<file path="config.mk">
export PLATFORM = sky130hd
export DESIGN_NAME = router_pkt_tx_flat
export DESIGN_NICKNAME = d
export VERILOG_FILES = /design/src/rtl/router_pkt_tx_if.sv /design/src/rtl/router_pkt_tx.sv /design/src/flat_wrapper.sv
export SDC_FILE = /design/constraint.sdc
export NUM_CORES = 1
export LEC_CHECK = 0
export BUFFER_PORTS_ARGS = -buffer_cell sky130_fd_sc_hd__buf_2
export CAP_MARGIN = 20
export CORE_ASPECT_RATIO = 1.4
export CORE_MARGIN = 8
export CORE_UTILIZATION = 40
export CTS_CLUSTER_SIZE = 20
export DETAILED_ROUTE_END_ITERATION = 8
export MAX_ROUTING_LAYER = met4
export SYNTH_ARGS = -nofsm -noshare
export SYNTH_HDL_FRONTEND = slang
export SYNTH_SLANG_ARGS = --single-unit
</file>
<file path="constraint.sdc">
create_clock -name clk -period 8.2 [get_ports clk]
set_input_delay 1.64 -clock clk [delete_from_list [all_inputs] [get_ports clk]]
set_output_delay 1.64 -clock clk [all_outputs]
set_load 0.01 [all_outputs]
</file>
<file path="src/rtl/router_pkt_tx_if.sv">
// Loader, start/status and router-side byte stream of the router 1x3 packet source.
// master is the transmitter; slave is the loader/router side.
interface router_pkt_tx_if;
  logic       ld_valid;
  logic [7:0] ld_data;
  logic [5:0] ld_count;
  logic       ld_full;
  logic       start;
  logic [1:0] dest_addr;
  logic       tx_ready;
  logic       busy;
  logic [7:0] data_out;
  logic       pkt_valid;
  logic       pkt_done;
  logic       cmd_err;
  logic       tx_timeout;

  modport master (
    input  ld_valid, ld_data, start, dest_addr, busy,
    output ld_count, ld_full, tx_ready, data_out, pkt_valid, pkt_done, cmd_err, tx_timeout
  );

  modport slave (
    output ld_valid, ld_data, start, dest_addr, busy,
    input  ld_count, ld_full, tx_ready, data_out, pkt_valid, pkt_done, cmd_err, tx_timeout
  );
endinterface

</file>
<file path="src/rtl/router_pkt_tx.sv">
// Buffers up to MAX_LEN payload bytes, then sends header/payload/parity to the router
// under the busy/pkt_valid protocol, abandoning the packet after BUSY_TO busy cycles.
//
// state | meaning
// IDLE  | loading allowed, start accepted
// HDR   | header byte {len,addr} on data_out
// PLD   | payload byte pld_mem[idx] on data_out
// PAR   | parity byte on data_out, pkt_valid low
module router_pkt_tx #(
  parameter int MAX_LEN = 63,
  parameter int BUSY_TO = 30
) (
  input logic             clk,
  input logic             rst,
  router_pkt_tx_if.master bus
);

  localparam int            BW       = $clog2(BUSY_TO);
  localparam logic [5:0]    MAX_LEN_W = 6'(MAX_LEN);
  localparam logic [BW-1:0] BUSY_LIM = BW'(BUSY_TO - 1);

  typedef enum logic [1:0] {IDLE, HDR, PLD, PAR} state_t;

  state_t        state;
  logic [7:0]    pld_mem [64];
  logic [5:0]    ld_count;
  logic          ld_full;
  logic [5:0]    len;
  logic [5:0]    idx;
  logic [7:0]    parity;
  logic [7:0]    data_out;
  logic          pkt_valid;
  logic          pkt_done;
  logic          cmd_err;
  logic          tx_timeout;
  logic          tx_ready;
  logic [BW-1:0] busy_cnt;
  logic          ld_ok;

  assign ld_ok = (state == IDLE) && bus.ld_valid && (ld_count != MAX_LEN_W);

  // Buffer contents are don't-care after reset, so no reset here.
  always_ff @(posedge clk) begin
    if (ld_ok) pld_mem[ld_count] <= bus.ld_data;
  end

  always_ff @(posedge clk or posedge rst) begin
    if (rst) begin
      state      <= IDLE;
      ld_count   <= '0;
      ld_full    <= 1'b0;
      len        <= '0;
      idx        <= '0;
      parity     <= '0;
      data_out   <= '0;
      pkt_valid  <= 1'b0;
      pkt_done   <= 1'b0;
      cmd_err    <= 1'b0;
      tx_timeout <= 1'b0;
      tx_ready   <= 1'b1;
      busy_cnt   <= '0;
    end else begin
      pkt_done   <= 1'b0;
      cmd_err    <= 1'b0;
      tx_timeout <= 1'b0;
      case (state)
        IDLE: begin
          if (ld_ok) begin
            ld_count <= ld_count + 6'd1;
            ld_full  <= (ld_count + 6'd1) == MAX_LEN_W;
          end
          if (bus.start) begin
            if (bus.dest_addr == 2'd3 || ld_count == 6'd0) begin
              cmd_err <= 1'b1;
            end else begin
              // len is the count before any load on this same edge
              len       <= ld_count;
              data_out  <= {ld_count, bus.dest_addr};
              parity    <= {ld_count, bus.dest_addr};
              pkt_valid <= 1'b1;
              tx_ready  <= 1'b0;
              busy_cnt  <= '0;
              state     <= HDR;
            end
          end
        end
        default: begin
          if (bus.busy) begin
            if (busy_cnt == BUSY_LIM) begin
              state      <= IDLE;
              data_out   <= '0;
              pkt_valid  <= 1'b0;
              tx_timeout <= 1'b1;
              tx_ready   <= 1'b1;
              ld_count   <= '0;
              ld_full    <= 1'b0;
              busy_cnt   <= '0;
            end else begin
              busy_cnt <= busy_cnt + 1'b1;
            end
          end else begin
            busy_cnt <= '0;
            case (state)
              HDR: begin
                idx      <= '0;
                data_out <= pld_mem[0];
                state    <= PLD;
              end
              PLD: begin
                parity <= parity ^ data_out;
                if (idx == len - 6'd1) begin
                  data_out  <= parity ^ data_out;
                  pkt_valid <= 1'b0;
                  state     <= PAR;
                end else begin
                  idx      <= idx + 6'd1;
                  data_out <= pld_mem[idx + 6'd1];
                end
              end
              default: begin
                data_out <= '0;
                pkt_done <= 1'b1;
                tx_ready <= 1'b1;
                ld_count <= '0;
                ld_full  <= 1'b0;
                state    <= IDLE;
              end
            endcase
          end
        end
      endcase
    end
  end

  assign bus.ld_count   = ld_count;
  assign bus.ld_full    = ld_full;
  assign bus.tx_ready   = tx_ready;
  assign bus.data_out   = data_out;
  assign bus.pkt_valid  = pkt_valid;
  assign bus.pkt_done   = pkt_done;
  assign bus.cmd_err    = cmd_err;
  assign bus.tx_timeout = tx_timeout;

endmodule

</file>
<file path="src/flat_wrapper.sv">
// flat-port wrapper written by rule: the top's interface ports become plain ports
module router_pkt_tx_flat 
#(
  parameter int MAX_LEN = 63,
  parameter int BUSY_TO = 30
)
  (clk, rst, bus_ld_valid, bus_ld_data, bus_start, bus_dest_addr, bus_busy, bus_ld_count, bus_ld_full, bus_tx_ready, bus_data_out, bus_pkt_valid, bus_pkt_done, bus_cmd_err, bus_tx_timeout);
  router_pkt_tx_if bus_i ();
  input logic clk;
  input logic rst;
  input wire logic [$bits(bus_i.ld_valid)-1:0] bus_ld_valid;
  input wire logic [$bits(bus_i.ld_data)-1:0] bus_ld_data;
  input wire logic [$bits(bus_i.start)-1:0] bus_start;
  input wire logic [$bits(bus_i.dest_addr)-1:0] bus_dest_addr;
  input wire logic [$bits(bus_i.busy)-1:0] bus_busy;
  output wire logic [$bits(bus_i.ld_count)-1:0] bus_ld_count;
  output wire logic [$bits(bus_i.ld_full)-1:0] bus_ld_full;
  output wire logic [$bits(bus_i.tx_ready)-1:0] bus_tx_ready;
  output wire logic [$bits(bus_i.data_out)-1:0] bus_data_out;
  output wire logic [$bits(bus_i.pkt_valid)-1:0] bus_pkt_valid;
  output wire logic [$bits(bus_i.pkt_done)-1:0] bus_pkt_done;
  output wire logic [$bits(bus_i.cmd_err)-1:0] bus_cmd_err;
  output wire logic [$bits(bus_i.tx_timeout)-1:0] bus_tx_timeout;
  assign bus_i.ld_valid = bus_ld_valid;
  assign bus_i.ld_data = bus_ld_data;
  assign bus_i.start = bus_start;
  assign bus_i.dest_addr = bus_dest_addr;
  assign bus_i.busy = bus_busy;
  assign bus_ld_count = bus_i.ld_count;
  assign bus_ld_full = bus_i.ld_full;
  assign bus_tx_ready = bus_i.tx_ready;
  assign bus_data_out = bus_i.data_out;
  assign bus_pkt_valid = bus_i.pkt_valid;
  assign bus_pkt_done = bus_i.pkt_done;
  assign bus_cmd_err = bus_i.cmd_err;
  assign bus_tx_timeout = bus_i.tx_timeout;
  router_pkt_tx #(.MAX_LEN(MAX_LEN), .BUSY_TO(BUSY_TO)) u_core (.clk(clk), .rst(rst), .bus(bus_i));
endmodule
</file>
==> results of run 1 <==
[worst max-delay path, delay by kind of cell, from the launching register on]
kind | cells | cell delay (ns)
buffers and inverters | 3 | 2.17
muxes | 2 | 0.86
DFF | 1 | 0.69
AOI/OAI and AO/OA | 2 | 0.48
and+or+nand+nor | 1 | 0.07
[layout make-up]
| class | count | area, sq um | area share (%) |
|---|---|---|---|
| inverter | 12 | 45.0 | 0.178 |
| sequential | 559 | 16600 | 65.2 |
| timing repair buffer | 54 | 333 | 1.31 |
| clock inverter | 27 | 256 | 1.01 |
| multi-input combinational | 582 | 5890 | 23.2 |
| tap | 735 | 920 | 3.62 |
| clock buffer | 66 | 1380 | 5.42 |
[power groups by stage]
| stage | Combinational, mW | Sequential [mW] | Clock (mW) |
|---|---|---|---|
| 2_1_floorplan | 1.58 | 3.34 | 0 |
| 3_3_place_gp | 2.09 | 3.40 | 0 |
| 3_5_place_dp | 2.10 | 3.41 | 0 |
| 4_1_cts | 2.11 | 3.35 | 2.39 |
| 5_1_grt | 2.25 | 3.36 | 2.50 |
| 6_report | 2.08 | 3.34 | 2.35 |
[routing by layer]
layer | track usage, % | vias up | wire length (um) | part of all wire [%]
met1 | 19.8 | 6075 | 20800 | 40
met3 | 1.90 | 98 | 2310 | 4.4
met4 | 6.62 | 0 | 1950 | 3.8
met5 | - | - | 0 | 0
li1 | - | 5008 | - | -
met2 | 27.5 | 308 | 26900 | 52
[sequential cells by signal (all words and copies together), names as in the netlist, 2 cells and up]
register	count
u_core.pld_mem	512
u_core.bus.data_out	8
u_core.parity	8
u_core.bus.ld_count	6
u_core.idx	6
u_core.len	6
u_core.busy_cnt	5
u_core.state	2
[cells in the final DEF (no fill, tap or decap), types with 10 or more instances in the layout]
master,count
buf_2,34
clkinv_1,10
a21oi_1,29
buf_4,19
clkbuf_16,53
clkbuf_1,13
o21ai_0,36
nor2_1,98
nand2_1,29
mux4_2,127
a22oi_1,10
nand3_1,20
edfxtp_1,512
mux2i_1,30
xor2_1,10
dfrtp_1,45
nor3_1,14
xnor2_1,12
mux2_2,37
inv_1,11
o22ai_1,17
a22o_1,20
or3_1,11
[how the worst max path moves through the flow]
stage             startpoint                     end  slack [ns]  depth (start not counted)
3_5_place_dp   u_core.idx[0]  u_core.bus.data_out[1]        3.55                          8
4_1_cts        u_core.idx[0]  u_core.bus.data_out[1]        3.53                          8
5_1_grt        u_core.idx[0]  u_core.bus.data_out[1]        3.24                          8
2_1_floorplan   bus_ld_valid   u_core.pld_mem[40][0]        4.90                          4
6_report       u_core.idx[0]  u_core.bus.data_out[1]        3.68                          8
3_3_place_gp   u_core.idx[0]  u_core.bus.data_out[1]        3.57                          8
[logic make-up after synthesis]
group / Yosys count
adders and majority gates: 10
DFF: 559
AOI/OAI and AO/OA: 150
buffers and inverters: 81
xor gates and xnor gates: 23
and+or+nand+nor: 204
muxes: 195
==> out/metrics.csv, run 1 <==
metric,value,unit
status,"finished, final reports clean",
"EDFF count, synth",512,
clk slew on worst S/H paths,0.06,ns
Antenna Cells,0,
Leak,8.00,nW
via/cell ratio,5.65,
Worst R2R End,u_core.bus.data_out[1],
first-pass GRT wire length,77500,um
adder-cell share of the synthesized area,0.549,%
cell taking the most area after synthesis,edfxtp_1,
R2R setup slack,3.68,ns
buffer count from post-CTS setup fixing,0,
FF-to-FF Start,u_core.idx[0],
Total Power,7.78,mW
Final WS setup,3.68,ns
routed vias,11500,
design area,0.0254,sq mm
Power Density,306,mW/mm^2
worst hold slack,0.485,ns
Setup Viol. Count Final,0,
Hold Path Stages,2,
XOR/XNOR share of the synthesized area,0.965,%
RePlAce Congestion,0.808,
peak supply drop,0.159,mV
Max-Slew Margin vs Limit,28.9,%
Slew @ Worst Pin,1.07,ns
Synth Instances,1222,
Critical Path AT,4.97,ns
crit share post-route,55.1,%
"Area growth, synth to finish",11.2,%
maximum level of the CTS H-tree,2,
Placement Setup Slack,3.55,ns
Main synth FF type,edfxtp_1,
Post-CTS Resized,0,
DP Cell Count,1941,
Unique masters post-synth,58,
initial core utilization,40.4,%
Crit. End Element,flip-flop,
worst min-delay path endpoint,u_core.bus.tx_ready,
DIE WIDTH,218,um
remaining antenna violation count after routing,0,
Area after DPL,0.0237,sq mm
post-synth top area share,67.4,%
final std cells w/o fill,2035,
share of total power in the clock network,30.2,%
Worst Hold Class,reg -> reg,
drc violations,0,
post-synthesis mux area share,15.8,%
Final min period,4.52,ns
layout cells sized above 1,22.9,%
Max Clock Skew,0.0123,ns
area of the die,0.0650,sq mm
r2r worst-path depth,8,
internal power,5.50,mW
Simple-Gate Fraction of Synth Area,4.11,%
"Critical Path, Cell by Cell","buf_4, buf_4, buf_4, mux4_2, mux2i_1, a22o_1, nor3_1, o31a_1",
Gate power share,26.8,%
CTS tree,yes,
Switch Pwr,2.27,mW
# IOs,35,
top-count cell post-synth,edfxtp_1,
type of origin of the critical path,flip-flop,
Overflow after GRT,0,
CTS buffer count,51,
switching part of the total power,29.2,%
Clock Root Buffer,clkbuf_16,
Critical Path Slowest Stage Cell,buf_4,
ranking of synthesized cells by area,"edfxtp_1, mux4_2, dfrtp_1",
Yosys Warn Count,0,
pin count of the biggest net entering global routing,65,
CTS sink count,559,
FMAX,221,MHz
WS Path Type,reg -> reg,
count of nets after finishing,1285,
final core occ,45.0,%
wire length per cell,25.5,um
die height,299,um
largest family of logic cells by synthesized area,multiplexers,
TNS Setup,0,ns
Detailed Route WL,51900,um
# rows,103,
Placeable Area,0.0564,sq mm
CP Data Required Time,8.65,ns
clk buf depth,3,
Final HPWL DP,31400,um
Final Hold Viols,0,
RSZ-0062 raised after global routing,no,
clk_lat worst skew,0.57,ns
synth cell count leaders,"edfxtp_1, mux4_2, nor2_1, dfrtp_1, mux2_2",
vias in the first global route,11900,
initial antenna violation count,0,
Reg power frac,43.0,%
gr usage total,16.3,%
Yosys reg bits,559,
final-report max-slew violation count,0,
Pre-antenna DRT Iters,5,
hold_buf cts,0,
CP peak stage delay,0.76,ns
CP Max Fanout,41,
Compound-Gate Fraction of Synth Area,4.33,%
"Cell Area, Synth",0.0228,sq mm
max-cap violations,0,
Fill cells,4772,
post-synthesis sequential area ratio,72.6,%
"Avg Cell Area, Syn",18.7,sq um
Iteration-0 DRC Markers,762,
"Async S/R FF share, synth",8.41,%
Buffers on Ports,34,
Syn Nets,1247,
"most used cell, CP",buf_4,
Hold Startpoint,u_core.bus.tx_ready,
Power figures use the tool's default switching activity.
==> run 2: changes to the inputs <==
clock period = 4.35 ns   (was 8.2 ns; I/O delays follow)
==> out/metrics.csv, run 2 (synthesized netlist as in run 1, its figures left out) <==
metric,value,unit,change
"Area growth, synth to finish",11.3,%,about the same
final core occ,45.0,%,about the same
die height,299,um,unchanged
Placement Setup Slack,1.20,ns,-2.35 ns
FF-to-FF Start,u_core.idx[0],,
r2r worst-path depth,7,,-1
CTS buffer count,49,,-3.9%
area of the die,0.0650,sq mm,unchanged
initial antenna violation count,0,,unchanged
Final Hold Viols,0,,unchanged
gr usage total,16.6,%,+0.28 points
Detailed Route WL,52900,um,+2.0%
busiest metal layer after global routing,met2,,
Leak,8.00,nW,about the same
"Critical Path, Cell by Cell","ha_4, xor2_4, buf_12, mux2_2, o22ai_1, nor3_1, o31a_1",,
DIE WIDTH,218,um,unchanged
GR Layer Usage met2,28.0,%,+0.45 points
Post-CTS Resized,0,,unchanged
RSZ-0062 raised after global routing,no,,
Antenna Cells,0,,unchanged
RePlAce Congestion,0.826,,+2.3%
count of nets after finishing,1296,,+0.86%
Slew @ Worst Pin,1.04,ns,-0.0222 ns
Final WS setup,1.23,ns,-2.45 ns
Max-Slew Margin vs Limit,30.4,%,+1.5 points
Final HPWL DP,33500,um,+6.8%
wire length per cell,25.9,um,+1.6%
Power Density,571,mW/mm^2,+86%
most flop-heavy register,u_core.pld_mem,,
initial core utilization,40.4,%,unchanged
Clock Root Buffer,clkbuf_16,,
worst hold slack,0.198,ns,-0.287 ns
vias in the first global route,11900,,+0.23%
M1 GR Usage,20.3,%,+0.57 points
kind of cell adding the most delay to the critical path,XOR/XNOR gates,,
clk buf depth,3,,unchanged
design area,0.0254,sq mm,about the same
Total Power,14.5,mW,+87%
final-report max-slew violation count,0,,unchanged
# IOs,35,,unchanged
Worst Hold Class,in -> async,,
drc violations,0,,unchanged
CP Max Fanout,32,,-22%
Iteration-0 DRC Markers,1058,,+39%
clk_lat worst skew,0.58,ns,about the same
Overflow after GRT,0,,unchanged
M3 GR Usage,1.99,%,+0.091 points
Top Registers,"u_core.pld_mem: 512 flops, u_core.bus.data_out: 8 flops, u_core.parity: 8 flops",,
first-pass GRT wire length,78500,um,+1.2%
clk slew on worst S/H paths,0.06,ns,about the same
Max Clock Skew,0.0250,ns,+0.0127 ns
remaining antenna violation count after routing,0,,unchanged
status,"finished, final reports clean",,
Worst R2R End,u_core.bus.data_out[1],,
Critical Path Slowest Stage Cell,xor2_4,,
buffer count from post-CTS setup fixing,0,,unchanged
Fill cells,4807,,+0.73%
"most common cell after layout, fill and taps aside",edfxtp_1,,
final std cells w/o fill,2043,,+0.39%
max reg flops,512,,unchanged
maximum level of the CTS H-tree,2,,unchanged
most frequent cells in the layout,"edfxtp_1, mux4_2, nor2_1",,
# rows,103,,unchanged
R2R setup slack,1.23,ns,-2.45 ns
pin count of the biggest net entering global routing,74,,+14%
Crit. End Element,flip-flop,,
hold_buf cts,0,,unchanged
CP peak stage delay,0.71,ns,-0.05 ns
TNS Setup,0,ns,unchanged
WS Path Type,reg -> reg,,
CP Data Required Time,4.80,ns,-3.85 ns
Buffers on Ports,34,,unchanged
CTS tree,yes,,
Final min period,3.12,ns,-1.40 ns
via/cell ratio,5.65,,+0.16%
Setup Viol. Count Final,0,,unchanged
number of buffers and inverters on the critical path,1,,-2
crit share post-route,71.8,%,+17 points
max-cap violations,0,,unchanged
Critical Path AT,3.57,ns,-1.40 ns
CTS sink count,559,,unchanged
Placeable Area,0.0564,sq mm,unchanged
routed vias,11600,,+0.56%
layout cells sized above 1,23.4,%,+0.47 points
FMAX,320,MHz,+45%
Area after DPL,0.0239,sq mm,+0.66%
Pre-antenna DRT Iters,6,,+1
DP Cell Count,1954,,+0.67%
type of origin of the critical path,flip-flop,,
peak supply drop,0.346,mV,+120%
-- run 2: cell count changes in the layout (fill, tap and decap cells not counted), sizes merged --
cell    change
buf        +13
bufinv      -3
clkinv      -3
inv         +2
clkbuf      -1
-- run 2: layout make-up --
type	count	area, sq um	share of cell area [%]
Clock buffer	65	1310	5.15
Clock inverter	23	175	0.690
Inverter	12	45.0	0.177
Multi-Input combinational cell	582	5890	23.2
Sequential cell	559	16600	65.2
Tap cell	735	920	3.62
Timing Repair Buffer	67	493	1.94
-- run 2: worst reg2reg max path, delay by kind of cell (launching register included) --
family / cells / cell delay [ns]
xor gates and xnor gates: 1 / 0.71
AOI/OAI and AO/OA: 2 / 0.64
DFF: 1 / 0.53
muxes: 1 / 0.40
buffers and inverters: 1 / 0.31
adders and majority gates: 1 / 0.23
and+or+nand+nor: 1 / 0.18
-- run 2: metal layers --
metal / share of wire, % / wire (um)
met4: 3.6 / 1890
met5: 0 / 0
met3: 5.1 / 2680
met2: 52 / 27500
met1: 39 / 20900
-- run 2: how the worst max path moves through the flow --
| stage | startpoint | end | cells past startpoint |
|---|---|---|---|
| 6_report | u_core.idx[0] | u_core.bus.data_out[1] | 7 |
| 5_1_grt | u_core.bus.ld_count[0] | u_core.pld_mem[38][2] | 6 |
| 4_1_cts | u_core.idx[0] | u_core.bus.data_out[2] | 9 |
| 3_5_place_dp | bus_ld_valid | u_core.pld_mem[38][0] | 6 |
| 3_3_place_gp | bus_ld_valid | u_core.pld_mem[13][6] | 5 |
| 2_1_floorplan | u_core.idx[1] | u_core.bus.data_out[1] | 10 |
-- run 2: report_power, final --
part	internal (mW)	leakage, nW	switching (mW)
logic	1.86	2.06	2.25
clock network	2.23	0.721	1.89
registers	6.06	5.22	0.213
